===== config.mk =====
export PLATFORM = sky130hd
export DESIGN_NAME = smart_traffic_ctrl_gen2
export DESIGN_NICKNAME = d
export VERILOG_FILES = /design/src/rtl/smart_traffic_ctrl_gen2_pkg.sv /design/src/rtl/smart_traffic_ctrl_gen2_seg7.sv /design/src/rtl/smart_traffic_ctrl_gen2.sv
export SDC_FILE = /design/constraint.sdc
export NUM_CORES = 1
export LEC_CHECK = 0
export BUFFER_PORTS_ARGS = -buffer_cell sky130_fd_sc_hd__clkbuf_2
export CAP_MARGIN = 30
export CORE_MARGIN = 1.5
export CORE_UTILIZATION = 45
export CTS_CLUSTER_DIAMETER = 40
export DETAILED_ROUTE_END_ITERATION = 6
export SLEW_MARGIN = 10
export SYNTH_ARGS = -nofsm -noshare
export SYNTH_HDL_FRONTEND = slang
export SYNTH_HIERARCHICAL = 1
export SYNTH_SLANG_ARGS = --single-unit

===== constraint.sdc =====
create_clock -name clk -period 7.7 [get_ports clk]
set_input_delay 0.385 -clock clk [delete_from_list [all_inputs] [get_ports clk]]
set_output_delay 0.385 -clock clk [all_outputs]
set_load 0.005 [all_outputs]

===== src/rtl/smart_traffic_ctrl_gen2_pkg.sv =====
// Package tlc_pkg: shared types and constants for the highway/street traffic
// light controller.
//   phase_t     - controller phases, in sequence order
//   lamps_t     - the six lamp drives, highway first
//   SEG_*       - 7-segment patterns {g,f,e,d,c,b,a}, active-high
//   phase_lamps - Moore lamp decode for a phase
package tlc_pkg;

  typedef enum logic [2:0] {
    HW_GREEN,
    HW_YELLOW,
    AR1,
    ST_GREEN,
    ST_YELLOW,
    AR2
  } phase_t;

  typedef struct packed {
    logic red_hw;
    logic yellow_hw;
    logic green_hw;
    logic red_st;
    logic yellow_st;
    logic green_st;
  } lamps_t;

  localparam logic [6:0] SEG_0     = 7'h3F;
  localparam logic [6:0] SEG_1     = 7'h06;
  localparam logic [6:0] SEG_2     = 7'h5B;
  localparam logic [6:0] SEG_3     = 7'h4F;
  localparam logic [6:0] SEG_4     = 7'h66;
  localparam logic [6:0] SEG_5     = 7'h6D;
  localparam logic [6:0] SEG_6     = 7'h7D;
  localparam logic [6:0] SEG_7     = 7'h07;
  localparam logic [6:0] SEG_8     = 7'h7F;
  localparam logic [6:0] SEG_9     = 7'h6F;
  localparam logic [6:0] SEG_BLANK = 7'h00;

  function automatic lamps_t phase_lamps(input phase_t p);
    lamps_t l;
    l = '0;
    case (p)
      HW_GREEN:  begin l.green_hw = 1'b1; l.red_st    = 1'b1; end
      HW_YELLOW: begin l.yellow_hw = 1'b1; l.red_st   = 1'b1; end
      ST_GREEN:  begin l.red_hw   = 1'b1; l.green_st  = 1'b1; end
      ST_YELLOW: begin l.red_hw   = 1'b1; l.yellow_st = 1'b1; end
      default:   begin l.red_hw   = 1'b1; l.red_st    = 1'b1; end
    endcase
    return l;
  endfunction

endpackage


===== src/rtl/smart_traffic_ctrl_gen2_seg7.sv =====
// seg7_decoder: BCD digit to 7-segment pattern.
//   bcd_i [3:0]  digit 0..9 (10..15 shown blank)
//   seg_o [6:0]  {g,f,e,d,c,b,a}, active-high
module seg7_decoder (
  input  logic [3:0] bcd_i,
  output logic [6:0] seg_o
);
  import tlc_pkg::*;

  always_comb begin
    seg_o = SEG_BLANK;
    case (bcd_i)
      4'd0: seg_o = SEG_0;
      4'd1: seg_o = SEG_1;
      4'd2: seg_o = SEG_2;
      4'd3: seg_o = SEG_3;
      4'd4: seg_o = SEG_4;
      4'd5: seg_o = SEG_5;
      4'd6: seg_o = SEG_6;
      4'd7: seg_o = SEG_7;
      4'd8: seg_o = SEG_8;
      4'd9: seg_o = SEG_9;
      default: seg_o = SEG_BLANK;
    endcase
  end

endmodule


===== src/rtl/smart_traffic_ctrl_gen2.sv =====
// smart_traffic_ctrl_gen2: highway/street traffic-light controller with street
// car-sensor demand, all-red clearance, street-green min/max limits and a
// two-digit countdown of the seconds left in the current phase.
// Ports:
//   clk, reset (async, active-high)
//   car_async                     street car sensor, asynchronous
//   red_hw/yellow_hw/green_hw     highway lamps (registered)
//   red_st/yellow_st/green_st     street lamps (registered)
//   seg_tens, seg_ones            countdown digits, {g,f,e,d,c,b,a} active-high
//   ped_req, walk                 only when TLC_PED_REQ_EN is defined
// Optional feature macro: TLC_PED_REQ_EN (pedestrian request + walk lamp).
module smart_traffic_ctrl_gen2 #(
  parameter int TICK_DIV     = 50_000_000,
  parameter int HW_GREEN_MIN = 10,
  parameter int YELLOW_T     = 3,
  parameter int ALL_RED_T    = 1,
  parameter int ST_GREEN_MIN = 3,
  parameter int ST_GREEN_MAX = 10
) (
  input  logic       clk,
  input  logic       reset,
  input  logic       car_async,
`ifdef TLC_PED_REQ_EN
  input  logic       ped_req,
  output logic       walk,
`endif
  output logic       red_hw,
  output logic       yellow_hw,
  output logic       green_hw,
  output logic       red_st,
  output logic       yellow_st,
  output logic       green_st,
  output logic [6:0] seg_tens,
  output logic [6:0] seg_ones
);
  import tlc_pkg::*;

  localparam int              PW         = (TICK_DIV > 2) ? $clog2(TICK_DIV) : 1;
  localparam logic [PW-1:0]   PRESC_LAST = PW'(TICK_DIV - 1);
  localparam logic [6:0]      HWG_LD     = 7'(HW_GREEN_MIN);
  localparam logic [6:0]      YEL_LD     = 7'(YELLOW_T);
  localparam logic [6:0]      AR_LD      = 7'(ALL_RED_T);
  localparam logic [6:0]      STG_LD     = 7'(ST_GREEN_MAX);
  // Street green may end early once at least ST_GREEN_MIN seconds have run,
  // i.e. once the countdown from ST_GREEN_MAX has reached this value.
  localparam logic [6:0]      ST_EARLY   = 7'(ST_GREEN_MAX - ST_GREEN_MIN + 1);

  logic          car_meta_q, car_s_q;
  logic [PW-1:0] presc_q;
  logic          tick;
  phase_t        state_q, state_d;
  logic [6:0]    cnt_q, cnt_d;
  lamps_t        lamps_q;
  logic          ped_pend;

  always_ff @(posedge clk or posedge reset) begin
    if (reset) begin
      car_meta_q <= 1'b0;
      car_s_q    <= 1'b0;
    end else begin
      car_meta_q <= car_async;
      car_s_q    <= car_meta_q;
    end
  end

  assign tick = (presc_q == PRESC_LAST);

  always_ff @(posedge clk or posedge reset) begin
    if (reset)     presc_q <= '0;
    else if (tick) presc_q <= '0;
    else           presc_q <= presc_q + 1'b1;
  end

`ifdef TLC_PED_REQ_EN
  logic ped_meta_q, ped_s_q, ped_pend_q, walk_q;
  logic st_entry;

  assign st_entry = (state_d == ST_GREEN) && (state_q != ST_GREEN);

  always_ff @(posedge clk or posedge reset) begin
    if (reset) begin
      ped_meta_q <= 1'b0;
      ped_s_q    <= 1'b0;
      ped_pend_q <= 1'b0;
      walk_q     <= 1'b0;
    end else begin
      ped_meta_q <= ped_req;
      ped_s_q    <= ped_meta_q;
      // Serving the street phase satisfies the request; a request still
      // held high re-latches on the following cycle.
      if (st_entry)     ped_pend_q <= 1'b0;
      else if (ped_s_q) ped_pend_q <= 1'b1;
      walk_q     <= (state_d == ST_GREEN);
    end
  end

  assign ped_pend = ped_pend_q;
  assign walk     = walk_q;
`else
  assign ped_pend = 1'b0;
`endif

  always_ff @(posedge clk or posedge reset) begin
    if (reset) begin
      state_q <= HW_GREEN;
      cnt_q   <= HWG_LD;
    end else begin
      state_q <= state_d;
      cnt_q   <= cnt_d;
    end
  end

  always_comb begin
    state_d = state_q;
    cnt_d   = cnt_q;
    if (tick) begin
      case (state_q)
        HW_GREEN: begin
          if ((cnt_q <= 7'd1) && (car_s_q || ped_pend)) begin
            state_d = HW_YELLOW;
            cnt_d   = YEL_LD;
          end else if (cnt_q != 7'd0) begin
            cnt_d = cnt_q - 7'd1;
          end
        end
        HW_YELLOW: begin
          if (cnt_q <= 7'd1) begin
            if (ALL_RED_T == 0) begin
              state_d = ST_GREEN;
              cnt_d   = STG_LD;
            end else begin
              state_d = AR1;
              cnt_d   = AR_LD;
            end
          end else begin
            cnt_d = cnt_q - 7'd1;
          end
        end
        AR1: begin
          if (cnt_q <= 7'd1) begin
            state_d = ST_GREEN;
            cnt_d   = STG_LD;
          end else begin
            cnt_d = cnt_q - 7'd1;
          end
        end
        ST_GREEN: begin
          if ((cnt_q <= 7'd1) ||
              (!car_s_q && !ped_pend && (cnt_q <= ST_EARLY))) begin
            state_d = ST_YELLOW;
            cnt_d   = YEL_LD;
          end else begin
            cnt_d = cnt_q - 7'd1;
          end
        end
        ST_YELLOW: begin
          if (cnt_q <= 7'd1) begin
            if (ALL_RED_T == 0) begin
              state_d = HW_GREEN;
              cnt_d   = HWG_LD;
            end else begin
              state_d = AR2;
              cnt_d   = AR_LD;
            end
          end else begin
            cnt_d = cnt_q - 7'd1;
          end
        end
        AR2: begin
          if (cnt_q <= 7'd1) begin
            state_d = HW_GREEN;
            cnt_d   = HWG_LD;
          end else begin
            cnt_d = cnt_q - 7'd1;
          end
        end
        default: begin
          state_d = HW_GREEN;
          cnt_d   = HWG_LD;
        end
      endcase
    end
  end

  // Lamps decode the next phase so the registered outputs line up with
  // state_q on every cycle.
  always_ff @(posedge clk or posedge reset) begin
    if (reset) lamps_q <= phase_lamps(HW_GREEN);
    else       lamps_q <= phase_lamps(state_d);
  end

  assign red_hw    = lamps_q.red_hw;
  assign yellow_hw = lamps_q.yellow_hw;
  assign green_hw  = lamps_q.green_hw;
  assign red_st    = lamps_q.red_st;
  assign yellow_st = lamps_q.yellow_st;
  assign green_st  = lamps_q.green_st;

  logic [6:0] tens_w, ones_w;

  assign tens_w = cnt_q / 7'd10;
  assign ones_w = cnt_q % 7'd10;

  seg7_decoder u_seg_tens (
    .bcd_i (tens_w[3:0]),
    .seg_o (seg_tens)
  );

  seg7_decoder u_seg_ones (
    .bcd_i (ones_w[3:0]),
    .seg_o (seg_ones)
  );

endmodule


==> results of run 1 <==
metal layers:
metal,share of wire [%],global-route usage [%]
met5,0,0
met1,50,25.9
met2,45,29.1
met4,0.69,4.95
met3,3.8,3.62
power by group through the flow:
stage               sequential [mW]  clock, mW  combinational, mW
floorplan                     0.236          0            0.00515
global placement              0.237          0            0.00734
detailed placement            0.237          0            0.00745
CTS                           0.232      0.190            0.00744
global route                  0.232      0.197            0.00984
finish                        0.232      0.185            0.00832
area by class of cell:
| cell class | count | share of cell area (%) |
|---|---|---|
| Multi-Input combinational cell | 315 | 57.4 |
| Clock buffer | 5 | 1.87 |
| Timing Repair Buffer | 26 | 4.07 |
| Tap cell | 99 | 3.36 |
| Sequential cell | 44 | 30.0 |
| Clock inverter | 3 | 1.26 |
| Inverter | 20 | 2.04 |
placed cells by master (no fill, tap or decap), types with 6 or more instances in the layout:
master / netlist / final
inv_1: 19 / 18
o22ai_1: 10 / 10
xor2_1: 12 / 12
xnor2_1: 16 / 16
nand2_1: 32 / 32
a21oi_1: 18 / 18
nand4_1: 11 / 11
o21ai_1: 6 / 6
ha_1: 18 / 18
nor3_1: 9 / 9
dfrtp_1: 40 / 40
and3_1: 9 / 9
nor2_1: 36 / 36
nor2b_1: 6 / 6
clkbuf_2: 0 / 22
o21ai_0: 18 / 18
nand3_1: 20 / 20
state kept, by name, indices dropped and copies added (netlist names):
register / count
presc_q: 26
cnt_q: 7
state_q: 3
car_meta_q: 1
car_s_q: 1
green_hw: 1
green_st: 1
red_hw: 1
red_st: 1
yellow_hw: 1
yellow_st: 1
kinds of logic (layout without fill, tap and decap cells):
family          count (synthesis)  count (layout)  synth area share [%]
simple gates                  161             161                  26.0
compound gates                103             103                  20.0
flops                          44              44                  31.9
buf+inv                        43              54                  7.07
xor+xnor                       28              28                  7.07
fa+ha+maj                      19              19                  6.78
mux                             4               4                  1.19
worst register-to-register path: cells and delay by family, from the launching register on:
kind | cells | cell delay (ns)
simple gates | 4 | 1.46
flops | 1 | 0.40
fa+ha+maj | 1 | 0.25
compound gates | 2 | 0.49
path summary, 6_finish.rpt:
path,from,endpoint,cells after the start,slack (ns)
max,cnt_q[3],seg_ones[1],14,2.41
min,reset,presc_q[4],2,0.02
max reg2reg,presc_q[0],cnt_q[5],7,4.99
min reg2reg,car_meta_q,car_s_q,0,0.36
max in group asynchronous,reset,green_hw,3,7.12
min in group clk,car_async,car_meta_q,1,0.19
metrics by stage:
stage               total power, mW  std cells
finish                        0.425        512
detailed placement            0.244        503
global placement              0.244        502
CTS                           0.430        511
floorplan                     0.242        402
global route                  0.439        512
==> flow_summary.toml, run 1 <==
[finish]
drive_gt1_share_pct = 15.0
syn_to_final_growth_pct = 6.31
multi_input_area_um2 = 2120
insertedDiodeCount = 0
final_area_um2 = 3690
final_nets = 433
seq_area_um2 = 1110
finish.utilization_pct = 50.0
fillerInstances = 720

[synth]
synthTopCellsByCount = "dfrtp_1, nor2_1, nand2_1, nand3_1, inv_1"
ys_async_sr_fraction_pct = 100
synth_most_common_cell = "dfrtp_1"
netlist_area_um2 = 3470
syn_nets = 423
synth_ff_type = "dfrtp_1"
postSynthAreaPerCell_um2 = 8.63
synth_top_area_share_pct = 28.9
syn_inst = 402
ys_top_cells_by_area = "dfrtp_1, ha_1, xnor2_1"
yosysUniqueCellTypes = 77
synth_edf_count = 0
synth_largest_area_cell = "dfrtp_1"
yosysWarnings = 6
synth_seq_cells = 44
yosysSeqAreaShare_pct = 31.9

[clocking]
cts_setup_buffers = 0
htree_levels = 2
cts_num_sinks = 44
cts.path.max_buffers = 2
cts_tree = "done"
clk_latency_ns = 0.30
cts_buffers = 5
cts_root_buf = "clkbuf_8"
postCtsResizedCells = 0
path_clk_slew_ns = 0.09
cts_hold_buf = 0

[sta]
min_period_ns = 5.29
hold_ws_ns = 0.0237
hold_viol = 0
maxSlewHeadroom_pct = 36.8
slew_violations = 0
post-route-period-util_pct = 68.7
fin_setup_tns_ns = 0
fmax_ghz = 0.189
finClkSkew_ns = 0.00633
tightest_slew_ns = 0.938
setup_violations = 0
rsz0062_at_grt = "no"
layout_setup_ws_ns = 2.41

[critical_path]
cp.required_ns = 7.32
start_kind = "flop"
cp_slowest_cell = "dfstp_2"
cpPeakStageDelay_ns = 0.86
crit_buf_inv = 2
cp_top_family = "compound AO/OA/AOI/OAI gates"
crit_top_cell = "ha_1"
path_cells = "nand2b_1 -> nor2_1 -> a222oi_1 -> ha_1 -> a21boi_0 -> o22ai_1 -> a2bb2oi_1 -> o211ai_1 -> a31o_2 -> xnor2_1 -> inv_1 -> ha_1 -> o21ai_0 -> clkbuf_2"
worstPathMaxFanout = 30
cp-end-kind = "output port"
path_class = "flop to output port"
arrival_ns = 4.91

[power]
irDropWorstVdd_v = 0.0000836
comb_power_share_pct = 2.0
pwr-share-seq_pct = 54.5
p_sw_share_pct = 22.0
p_int_uw = 332
p_leak_nw = 1.57
pwr_density_cell_nw_per_um2 = 115
switchingPower_uw = 93.7
clockPowerShare_pct = 43.5

[place]
dpl.hpwl_mm = 5.35
port_buffers = 22
dp_slack_ns = 2.80
place_area_um2 = 3550
gp_congestion = 0.824

[hold_path]
holdCritPathClass = "primary input to async pin"

[run_status]
status = "complete, no violations"

[die]
row_count = 31
die-area_um2 = 8240
die_h_um = 90.8
pin_count = 23
die_x_um = 90.8
start_util_pct = 47.1
core_um2 = 7370

[grt]
grt_pass1_vias = 2752
track_usage_pct = 18.5
grt_overflow_total = 0
grt_max_degree = 45
grt_pass1_wl_mm = 12.8
antenna_found_initial = 0

[drt]
drt_pre_antenna_iters = 4
ant_nets = 0
vias_per_cell = 5.75
drt_first_iter_violations = 173
wire_per_inst_um = 14.4
routed_wirelength_mm = 7.38
drc_errors = 0
num_vias = 2943

[job]
cap_violations = 0
No activity file was read; power rests on OpenSTA's default activity.
==> run 2, diff against run 1 <==
==> constraint.sdc (replaced) <==
create_clock -name clk -period 4.4 [get_ports clk]
set_input_delay 0.22 -clock clk [delete_from_list [all_inputs] [get_ports clk]]
set_output_delay 0.22 -clock clk [all_outputs]
set_load 0.005 [all_outputs]
==> flow_summary.toml, run 2 (synthesis gave the netlist of run 1 again) <==
[run_status]
status = "complete, no violations"

[grt]
grt_pass1_vias = 2745
track_usage_pct = 18.9
grt_overflow_total = 0
antenna_found_initial = 0
grt_max_degree = 45
grt_pass1_wl_mm = 13.1

[job]
cap_violations = 0

[finish]
reg_top3 = "presc_q (26), cnt_q (7), state_q (3)"
final_nets = 448
insertedDiodeCount = 0
final_common_cell = "dfrtp_1"
largest_register_ffs = 26
drive_gt1_share_pct = 18.5
max_flop_register = "presc_q"
layout_common_cells = "dfrtp_1, nor2_1, nand2_1"
syn_to_final_growth_pct = 9.81

[place]
dpl.hpwl_mm = 5.55
port_buffers = 22
gp_congestion = 0.844

[clocking]
htree_levels = 2
cts_root_buf = "clkbuf_8"
cts_num_sinks = 44
cts.path.max_buffers = 2
clk_latency_ns = 0.30
cts_buffers = 5
path_clk_slew_ns = 0.09
cts_tree = "done"

[drt]
routed_wirelength_mm = 7.77
num_vias = 3052
wire_per_inst_um = 14.7
vias_per_cell = 5.79
ant_nets = 0
drt_pre_antenna_iters = 5
drt_first_iter_violations = 149
drc_errors = 0

[sta]
maxSlewHeadroom_pct = 54.5
post-route-period-util_pct = 92.9
hold_ws_ns = 0.0138
hold_viol = 0
finClkSkew_ns = 0.00451
tightest_slew_ns = 0.678
setup_violations = 0
fin_setup_tns_ns = 0
fmax_ghz = 0.245
min_period_ns = 4.09
slew_violations = 0

[die]
die_x_um = 90.8
pin_count = 23
core_um2 = 7370
die-area_um2 = 8240
start_util_pct = 47.1
row_count = 31
die_h_um = 90.8

[power]
pwr_density_cell_nw_per_um2 = 195
irDropWorstVdd_v = 0.000154
power_uw = 745
p_leak_nw = 1.64

[critical_path]
arrival_ns = 3.87
worstRegToRegCells = 7
start_kind = "flop"
path_class = "flop to output port"
worstPathMaxFanout = 18
cp-end-kind = "output port"
cp.required_ns = 4.18

[hold_path]
hold_depth = 1
holdCritPathClass = "primary input to flop"
==> run 2: changes by cell type in the layout (fill, tap and decap cells not counted), sizes merged <==
cell | previous run | this run
buf | 4 | 18
dlygate4sd3 | 0 | 1
==> run 2: area by class of cell <==
class	instances	area, um2
fillers	723	3560
multi-input cells	315	2120
flip-flops and latches	44	1110
repair buffers	41	265
well taps	99	124
inverters	20	75.1
clock buffers	5	68.8
clock inverters	3	46.3
==> run 2: per-stage QoR <==
stage | instance area, um2 | util, % | worst slack (ns) | instances
2_1_floorplan | 3470 | - | 0.526 | 402
3_3_place_gp | 3610 | 48.9 | 0.587 | 510
3_5_place_dp | 3610 | 49.0 | 0.436 | 511
4_1_cts | 3730 | 50.6 | 0.0662 | 519
5_1_grt | 3810 | 51.7 | -0.0249 | 527
6_report | 3810 | 51.7 | 0.313 | 527
==> run 2: repair_timing <==
item | CTS | global route
buffers inserted | 0 | 6
resized for setup | 0 | 3
endpoints found under the hold margin | 0 | 5
hold buffers | 0 | 1
setup endpoints to repair | 0 | 8
==> run 2: critical path: stages (launching register included) <==
cell and delay (ns):
dfrtp_2 0.52, nand2_1 0.18, a21boi_0 0.18, o21ai_0 0.09
a222oi_1 0.35, ha_2 0.28, buf_4 0.12, nor2b_1 0.06
a2bb2oi_1 0.14, a2bb2oi_1 0.18, o211ai_1 0.14, a31o_2 0.28
xnor2_1 0.14, buf_4 0.18, inv_1 0.09, ha_1 0.29
inv_1 0.03, o21ai_0 0.16, clkbuf_2 0.14
==> run 2: where the power goes <==
| group | total (mW) | internal, mW | switching, mW |
|---|---|---|---|
| registers | 0.406 | 0.405 | 0.00102 |
| clock network | 0.323 | 0.171 | 0.152 |
| logic | 0.0150 | 0.00475 | 0.0103 |
| total | 0.745 | 0.581 | 0.163 |
==> run 2: final timing paths <==
path / startpoint / slack, ns / to
worst min-delay path: car_async / 0.01 / car_meta_q
worst min register to register: car_meta_q / 0.36 / car_s_q
worst max register to register: presc_q[0] / 1.67 / cnt_q[5]
max in group asynchronous: reset / 3.57 / red_st
min in group asynchronous: reset / 0.33 / presc_q[5]
worst max-delay path: cnt_q[6] / 0.31 / seg_ones[3]
==> run 2: metal layers <==
| layer | GRT usage (%) | vias to the layer above | share of wire [%] |
|---|---|---|---|
| li1 | - | 1502 | - |
| met1 | 28.2 | 1456 | 49 |
| met2 | 28.3 | 82 | 45 |
| met3 | 2.69 | 12 | 4.4 |
| met4 | 5.73 | 0 | 1.6 |
| met5 | 0 | - | 0 |
